[config.mk]
export PLATFORM = sky130hd
export DESIGN_NAME = requant_sched
export DESIGN_NICKNAME = d
export VERILOG_FILES = /design/src/rtl/requant_sched.sv
export SDC_FILE = /design/constraint.sdc
export NUM_CORES = 1
export LEC_CHECK = 0
export CORE_MARGIN = 3
export CORE_UTILIZATION = 40
export DETAILED_ROUTE_END_ITERATION = 12
export PLACE_DENSITY = 0.72
export REMOVE_ABC_BUFFERS = 1
export SLEW_MARGIN = 20
export SYNTH_ARGS = -nofsm -noshare
export SYNTH_HDL_FRONTEND = slang
export SYNTH_SLANG_ARGS = --single-unit
[constraint.sdc]
create_clock -name clk -period 10.6 [get_ports clk]
set_input_delay 2.12 -clock clk [delete_from_list [all_inputs] [get_ports clk]]
set_output_delay 2.12 -clock clk [all_outputs]
set_load 0.1 [all_outputs]
[src/rtl/requant_sched.sv]
// requant_sched: per-channel sequencer for the requantize/activation datapath.
// Fetches per-channel quantization parameters, takes one accumulator value per
// channel, holds the datapath operands steady for the whole pipeline latency
// and packs the 8-bit results four per 32-bit word (byte0 = lowest channel).
// Optional performance counters are enabled by defining REQUANT_SCHED_PERF_EN.
module requant_sched #(
    parameter int PIPE_LAT = 3,
    parameter int CH_W     = 12
) (
    input  logic            clk,
    input  logic            rst,
    input  logic            start,
    input  logic [CH_W-1:0] num_ch,
    output logic            busy,
    output logic            done,
    output logic            prm_rd,
    output logic [CH_W-1:0] prm_addr,
    input  logic [127:0]    prm_rdata,
    input  logic            acc_valid,
    output logic            acc_ready,
    input  logic [31:0]     acc_data,
    output logic            dp_act_en,
    output logic [31:0]     dp_res_in,
    output logic [31:0]     dp_multi,
    output logic [31:0]     dp_shifts,
    output logic [31:0]     dp_bias,
    output logic [31:0]     dp_row_sum,
    input  logic [7:0]      dp_result,
    output logic            out_valid,
    input  logic            out_ready,
    output logic [31:0]     out_data
`ifdef REQUANT_SCHED_PERF_EN
    ,
    output logic [31:0]     perf_busy_cyc,
    output logic [31:0]     perf_stall_cyc
`endif
);

    localparam int CNT_W = (PIPE_LAT > 1) ? $clog2(PIPE_LAT) : 1;
    localparam logic [CNT_W-1:0] LAST_CNT = CNT_W'(PIPE_LAT - 1);

    typedef enum logic [2:0] {
        IDLE,
        FETCH,
        PLAT,
        ACC,
        RUN,
        FLUSH
    } state_t;

    state_t            state;
    state_t            state_nxt;
    logic [CH_W-1:0]   ch;
    logic [CH_W-1:0]   num_ch_q;
    logic [1:0]        bytecnt;
    logic [31:0]       pack;
    logic [CNT_W-1:0]  wait_cnt;

    logic              pending;
    logic              word_take;
    logic              acc_fire;
    logic              capture;
    logic              last_ch;
    logic              flush_load;
    logic              flush_done;

    // A word that has not been accepted yet blocks the next accumulator.
    assign pending    = out_valid && !out_ready;
    assign word_take  = out_valid && out_ready;
    assign acc_fire   = (state == ACC) && acc_valid && acc_ready;
    assign capture    = (state == RUN) && (wait_cnt == LAST_CNT);
    assign last_ch    = (ch == (num_ch_q - CH_W'(1)));
    assign flush_load = (state == FLUSH) && (bytecnt != 2'd0) && !out_valid;
    assign flush_done = (state == FLUSH) && (bytecnt == 2'd0) && (!out_valid || out_ready);

    // State register.
    always_ff @(posedge clk or posedge rst) begin
        if (rst) begin
            state <= IDLE;
        end else begin
            state <= state_nxt;
        end
    end

    // Next-state logic and handshake/strobe outputs.
    always_comb begin
        state_nxt = state;
        busy      = (state != IDLE);
        prm_rd    = 1'b0;
        prm_addr  = '0;
        acc_ready = 1'b0;
        case (state)
            IDLE: begin
                if (start && (num_ch != '0)) begin
                    state_nxt = FETCH;
                end
            end
            FETCH: begin
                prm_rd    = 1'b1;
                prm_addr  = ch;
                state_nxt = PLAT;
            end
            PLAT: begin
                state_nxt = ACC;
            end
            ACC: begin
                acc_ready = !pending;
                if (acc_valid && !pending) begin
                    state_nxt = RUN;
                end
            end
            RUN: begin
                if (capture) begin
                    state_nxt = last_ch ? FLUSH : FETCH;
                end
            end
            FLUSH: begin
                if (flush_done) begin
                    state_nxt = IDLE;
                end
            end
            default: begin
                state_nxt = IDLE;
            end
        endcase
    end

    // Channel bookkeeping, operand registers, packing and the output word.
    always_ff @(posedge clk or posedge rst) begin
        if (rst) begin
            ch         <= '0;
            num_ch_q   <= '0;
            bytecnt    <= 2'd0;
            pack       <= '0;
            wait_cnt   <= '0;
            done       <= 1'b0;
            dp_act_en  <= 1'b0;
            dp_res_in  <= '0;
            dp_multi   <= '0;
            dp_shifts  <= '0;
            dp_bias    <= '0;
            dp_row_sum <= '0;
            out_valid  <= 1'b0;
            out_data   <= '0;
        end else begin
            done <= 1'b0;

            if ((state == IDLE) && start) begin
                ch       <= '0;
                num_ch_q <= num_ch;
                done     <= (num_ch == '0);
            end

            if (state == PLAT) begin
                {dp_row_sum, dp_bias, dp_shifts, dp_multi} <= prm_rdata;
            end

            if (acc_fire) begin
                dp_res_in <= acc_data;
                dp_act_en <= 1'b1;
                wait_cnt  <= '0;
            end

            if (state == RUN) begin
                wait_cnt <= wait_cnt + CNT_W'(1);
            end

            if (word_take) begin
                out_valid <= 1'b0;
            end

            if (capture) begin
                dp_act_en <= 1'b0;
                bytecnt   <= bytecnt + 2'd1;
                if (bytecnt == 2'd3) begin
                    out_data  <= {dp_result, pack[23:0]};
                    out_valid <= 1'b1;
                    pack      <= '0;
                end else begin
                    pack[{bytecnt, 3'b000} +: 8] <= dp_result;
                end
                if (!last_ch) begin
                    ch <= ch + CH_W'(1);
                end
            end

            // Partial last word: unused upper bytes are already zero.
            if (flush_load) begin
                out_data  <= pack;
                out_valid <= 1'b1;
                pack      <= '0;
                bytecnt   <= 2'd0;
            end

            if (flush_done) begin
                done <= 1'b1;
            end
        end
    end

`ifdef REQUANT_SCHED_PERF_EN
    function automatic logic [31:0] sat_inc(input logic [31:0] v);
        return (v == 32'hFFFF_FFFF) ? v : v + 32'd1;
    endfunction

    // Busy and accumulator-stall cycle counters, cleared on each start.
    always_ff @(posedge clk or posedge rst) begin
        if (rst) begin
            perf_busy_cyc  <= '0;
            perf_stall_cyc <= '0;
        end else if ((state == IDLE) && start) begin
            perf_busy_cyc  <= '0;
            perf_stall_cyc <= '0;
        end else begin
            if (busy) begin
                perf_busy_cyc <= sat_inc(perf_busy_cyc);
            end
            if ((state == ACC) && (!acc_ready || !acc_valid)) begin
                perf_stall_cyc <= sat_inc(perf_stall_cyc);
            end
        end
    end
`endif

endmodule
==> results_dict.tcl, run 1 <==
set metrics [dict create \
    status "finished, final reports clean" \
    synth_edf_count 0 \
    synth_common_cells "258 x dfrtp_1, 196 x mux2_2, 32 x nand2_1, 26 x clkbuf_1, 25 x a22o_1" \
    clockRootBuffer "clkbuf_16" \
    drive_gt1_frac 0.232 \
    die_h_um 168 \
    endpoint_kind "output port" \
    port_buffers 394 \
    ys_types 46 \
    synth_area_leaders "dfrtp_1 62%, mux2_2 21%, a22o_1 2.1%" \
    tightest_slew_ns 1.15 \
    yosysSeqAreaShare 0.616 \
    vias 7598 \
    num-fill-cells 2014 \
    die-area_um2 28200 \
    cts-buffers-inserted 29 \
    skew_ns 0.00820 \
    relSlewSlack 0.228 \
    period_minus_slack_ns 6.26 \
    htree_num_levels 1 \
    drc 0 \
    grt_max_degree 107 \
    gp_congestion 0.843 \
    dp_hpwl_mm 23.0 \
    crit_path_start_kind "primary input" \
    post_cts_buffers 0 \
    cp_top_family "buffers and inverters" \
    clkTransAtPathRegs_ns 0.06 \
    insertion_delay_ns 0.54 \
    fmax_mhz 160 \
    drt-initial-drc-count 385 \
    ys.flop_type "dfrtp_1" \
    path_class "in -> out" \
    layout.nets 1339 \
    arrival_ns 4.14 \
    grt.overflow.total 0 \
    synth.top_cell.area_share 0.616 \
    wire_per_inst_um 20.5 \
    num_rows 58 \
    cts_tree "done" \
    synthArstFlopShare 1.00 \
    cp.required_ns 8.48 \
    hold_class "reg -> reg" \
    drt-pass1-iter-count 4 \
    max_stage_delay_ns 1.17 \
    fin_setup_tns_ns 0 \
    ctsResizeCount 0 \
    wl_mm 30.8 \
    path_buf_inv 2 \
    grt_pass1_vias 8095 \
    setup_viol 0 \
    synth-warning-count 0 \
    holdBufCountCts 0 \
    core_um2 25500 \
    pin_count 395 \
    netlist_instances 748 \
    cp_slowest_cell "clkdlybuf4s50_1" \
    yosysTopAreaCell "dfrtp_1" \
    grt_pass1_wl_mm 47.6 \
    die_x_um 168 \
    synth_area_um2 10500 \
    max-clock-path-buffers 3 \
    slew_viol_final 0 \
    post-route-period-util 0.591 \
    seqCellArea_um2 6460 \
    path_cells "clkdlybuf4s50_1 -> nand2b_1 -> nand2_1 -> nor2_1 -> clkdlybuf4s50_1" \
    avgSynthCellArea_um2 14.0 \
    numClockSinks 258 \
    multi_input_area_um2 3830 \
    synth.most_common_cell "dfrtp_1" \
    hold_violations 0 \
    drt-vias-per-instance 5.05 \
    gr-usage-all-layers 0.215 \
    ys_ff_latch 258 \
    initial_core_util 0.411 \
    rsz0062_at_grt "false" \
    crit_top_cell "clkdlybuf4s50_1" \
    antenna_found_initial 6 \
    cp_max_fo 5 \
    drt.antenna.violating_nets 0 \
    max-cap-violations 0 \
    syn_to_final_growth_pct 50.9 \
]
==> layout by cell type, fill, tap and decap left out, types with 3 or more instances in the layout <==
cell               n
xor2_1             7
buf_4              7
mux2i_1           10
clkinv_2           9
diode_2            6
xnor2_1           10
clkdlybuf4s50_1  394
ha_1               7
bufinv_16          3
nor2_1            17
clkbuf_1           3
or2_2              3
o211ai_1           4
mux2_2           196
o21ai_0           13
clkbuf_16         29
dfrtp_1          258
a21oi_1           13
a22o_1            25
o21ai_1            3
nor3_1             9
clkbuf_8           7
nand2_1           32
nand3_1           16
nand2b_1           6
o22ai_1            3
o221ai_2           4
and2_1            20
nor4_1             6
inv_1             19
==> flip-flops by register name (all words and copies together), names as in the netlist <==
| name | flops |
|---|---|
| dp_shifts | 32 |
| out_data | 32 |
| num_ch_q | 12 |
| ch | 12 |
| dp_bias | 32 |
| out_valid | 1 |
| wait_cnt | 2 |
| pack | 32 |
| dp_multi | 32 |
| state | 3 |
| dp_act_en | 1 |
| bytecnt | 2 |
| done | 1 |
| dp_row_sum | 32 |
| dp_res_in | 32 |
==> cells by family after synthesis <==
kind of cell	synth area share
AOI/OAI and AO/OA	0.0530
buffers and inverters	0.0203
adders and majority gates	0.00836
and+or+nand+nor	0.0675
muxes	0.220
xor gates and xnor gates	0.0142
DFF	0.616
==> path summary, 6_finish.rpt <==
kind,start,endpoint,slack [ns],cells past startpoint
worst max-delay path,out_ready,acc_ready,4.34,5
worst min register to register,pack[30],pack[30],0.48,1
worst min-delay path,pack[30],pack[30],0.48,1
worst max register to register,state[0],pack[11],7.62,5
min in group asynchronous,rst,dp_res_in[29],2.13,2
max in group asynchronous,rst,pack[26],7.00,3
==> stage by stage <==
step	util	hold slack, ns	instance area [um^2]	setup WS, ns	instances
2_1_floorplan	-	0.453	10300	1.38	714
3_3_place_gp	0.580	0.465	14800	4.31	1446
3_5_place_dp	0.581	0.472	14800	4.35	1446
4_1_cts	0.620	0.490	15800	4.34	1500
5_1_grt	0.620	0.496	15800	4.21	1506
6_report	0.620	0.484	15800	4.34	1506
==> metal layers <==
layer,vias up,global-route usage,routed length (um)
li1,3465,-,-
met1,3793,0.243,11300
met2,281,0.376,15900
met3,59,0.0693,2430
met4,0,0.0868,1190
met5,-,0,0
==> layout make-up <==
type / instances / area share
antenna: 6 / 0.000950
clock buffer: 39 / 0.0527
clock inverter: 15 / 0.0102
inverter: 20 / 0.00523
multi-input combinational: 436 / 0.243
sequential: 258 / 0.409
tap: 330 / 0.0261
timing repair buffer: 402 / 0.254
Power of run 1 is left out: the tool's default activity adds up to more than one toggle a clock period on the data nets, which glitch-free logic cannot reach.
==> run 2, diff against run 1 <==
clock period = 6.3 ns   (was 10.6 ns; I/O delays follow)
==> results_dict.tcl, run 2 (synthesis gave the netlist of run 1 again) <==
set metrics [dict create \
    gp_congestion 0.842 \
    core_um2 25500 \
    cts-buffers-inserted 28 \
    drt-pass1-iter-count 4 \
    ff2ff_setup_slack_ns 3.29 \
    grt.overflow.total 0 \
    cts_tree "done" \
    dp_hpwl_mm 22.6 \
    slew_viol_final 0 \
    ctsResizeCount 0 \
    fin_setup_tns_ns 0 \
    critPathLaunch "out_ready" \
    setup_viol 0 \
    die_h_um 168 \
    clockRootBuffer "clkbuf_16" \
    die-area_um2 28200 \
    path_class "in -> out" \
    whs_path_depth 2 \
    hold_violations 0 \
    syn_to_final_growth_pct 50.7 \
    num_rows 58 \
    layout.nets 1338 \
    mostFrequentLayoutCell "clkdlybuf4s50_1" \
    relSlewSlack 0.237 \
    fmax_mhz 218 \
    holdPathEnd "out_data[29]" \
    worstHoldStart "out_data[29]" \
    hold_class "reg -> reg" \
    wl_mm 30.7 \
    drt.antenna.violating_nets 0 \
    crit_path_start_kind "primary input" \
    worstReg2RegStart "state[0]" \
    drt-initial-drc-count 479 \
    drive_gt1_frac 0.226 \
    status "finished, final reports clean" \
    max-cap-violations 0 \
    cp_max_fo 5 \
    period_minus_slack_ns 4.59 \
    port_buffers 394 \
    drt-vias-per-instance 5.03 \
    insertion_delay_ns 0.54 \
    numClockSinks 258 \
    pin_count 395 \
    grt_pass1_vias 8001 \
    htree_num_levels 1 \
    layout_common_cells "394 x clkdlybuf4s50_1, 258 x dfrtp_1, 196 x mux2_2" \
    tightest_slew_ns 1.14 \
    wire_per_inst_um 20.5 \
    rsz0062_at_grt "false" \
    max-clock-path-buffers 3 \
    post_cts_buffers 0 \
    drc 0 \
    clkTransAtPathRegs_ns 0.06 \
    skew_ns 0.0152 \
    antenna_found_initial 5 \
    grt_max_degree 129 \
    grt_pass1_wl_mm 47.2 \
    cp.required_ns 5.04 \
    holdBufCountCts 0 \
    arrival_ns 3.33 \
    timing.rr.end "pack[12]" \
    post-route-period-util 0.728 \
    r2r_cells 5 \
    initial_core_util 0.411 \
    die_x_um 168 \
    gr-usage-all-layers 0.213 \
    vias 7550 \
    endpoint_kind "output port" \
]
==> run 2: changes by cell type in the layout (fill, tap and decap cells not counted), moves of 2 or more <==
cell / delta
clkbuf_8: +4
buf_12: +2
clkinv_4: -2
clkinv_2: -7
clkbuf_1: +3
==> run 2: metrics by stage <==
| step | setup slack (ns) | util | hold WS, ns | std cells | cell area, um^2 |
|---|---|---|---|---|---|
| after floorplan | -2.06 | - | 0.453 | 714 | 10300 |
| after global placement | 1.73 | 0.581 | 0.464 | 1446 | 14800 |
| after detailed placement | 1.74 | 0.581 | 0.473 | 1446 | 14800 |
| after CTS | 1.73 | 0.619 | 0.489 | 1496 | 15800 |
| after global routing | 1.59 | 0.620 | 0.507 | 1501 | 15800 |
| final | 1.71 | 0.620 | 0.487 | 1501 | 15800 |
==> run 2: cell type report <==
cell class	count	area, um^2
clock inverter	5	86.3
fill	2014	9690
sequential	258	6460
timing repair buffer	402	4030
tap	330	413
antenna	5	12.5
clock buffer	45	875
multi-input combinational	436	3830
inverter	20	82.6
==> run 2: worst max path at each step <==
stage,cells past startpoint,slack (ns),end
3_3_place_gp,5,1.73,acc_ready
3_5_place_dp,5,1.74,acc_ready
2_1_floorplan,1,-2.06,bytecnt[0]
6_report,5,1.71,acc_ready
4_1_cts,5,1.73,acc_ready
5_1_grt,5,1.59,acc_ready
==> run 2: per-layer routing <==
layer  share of wire  GRT usage  wire (um)
met1            0.38      0.249      11500
met2            0.52      0.376      15900
met3           0.079     0.0625       2440
met4           0.027     0.0701        815
met5               0          0          0
==> run 2: critical path, stage by stage <==
cell             delay (ns)
clkdlybuf4s50_1        0.44
nand2b_1               0.18
nand2_1                0.09
nor2_1                 0.18
clkdlybuf4s50_1        1.17
Power of run 2 is left out for the same reason.
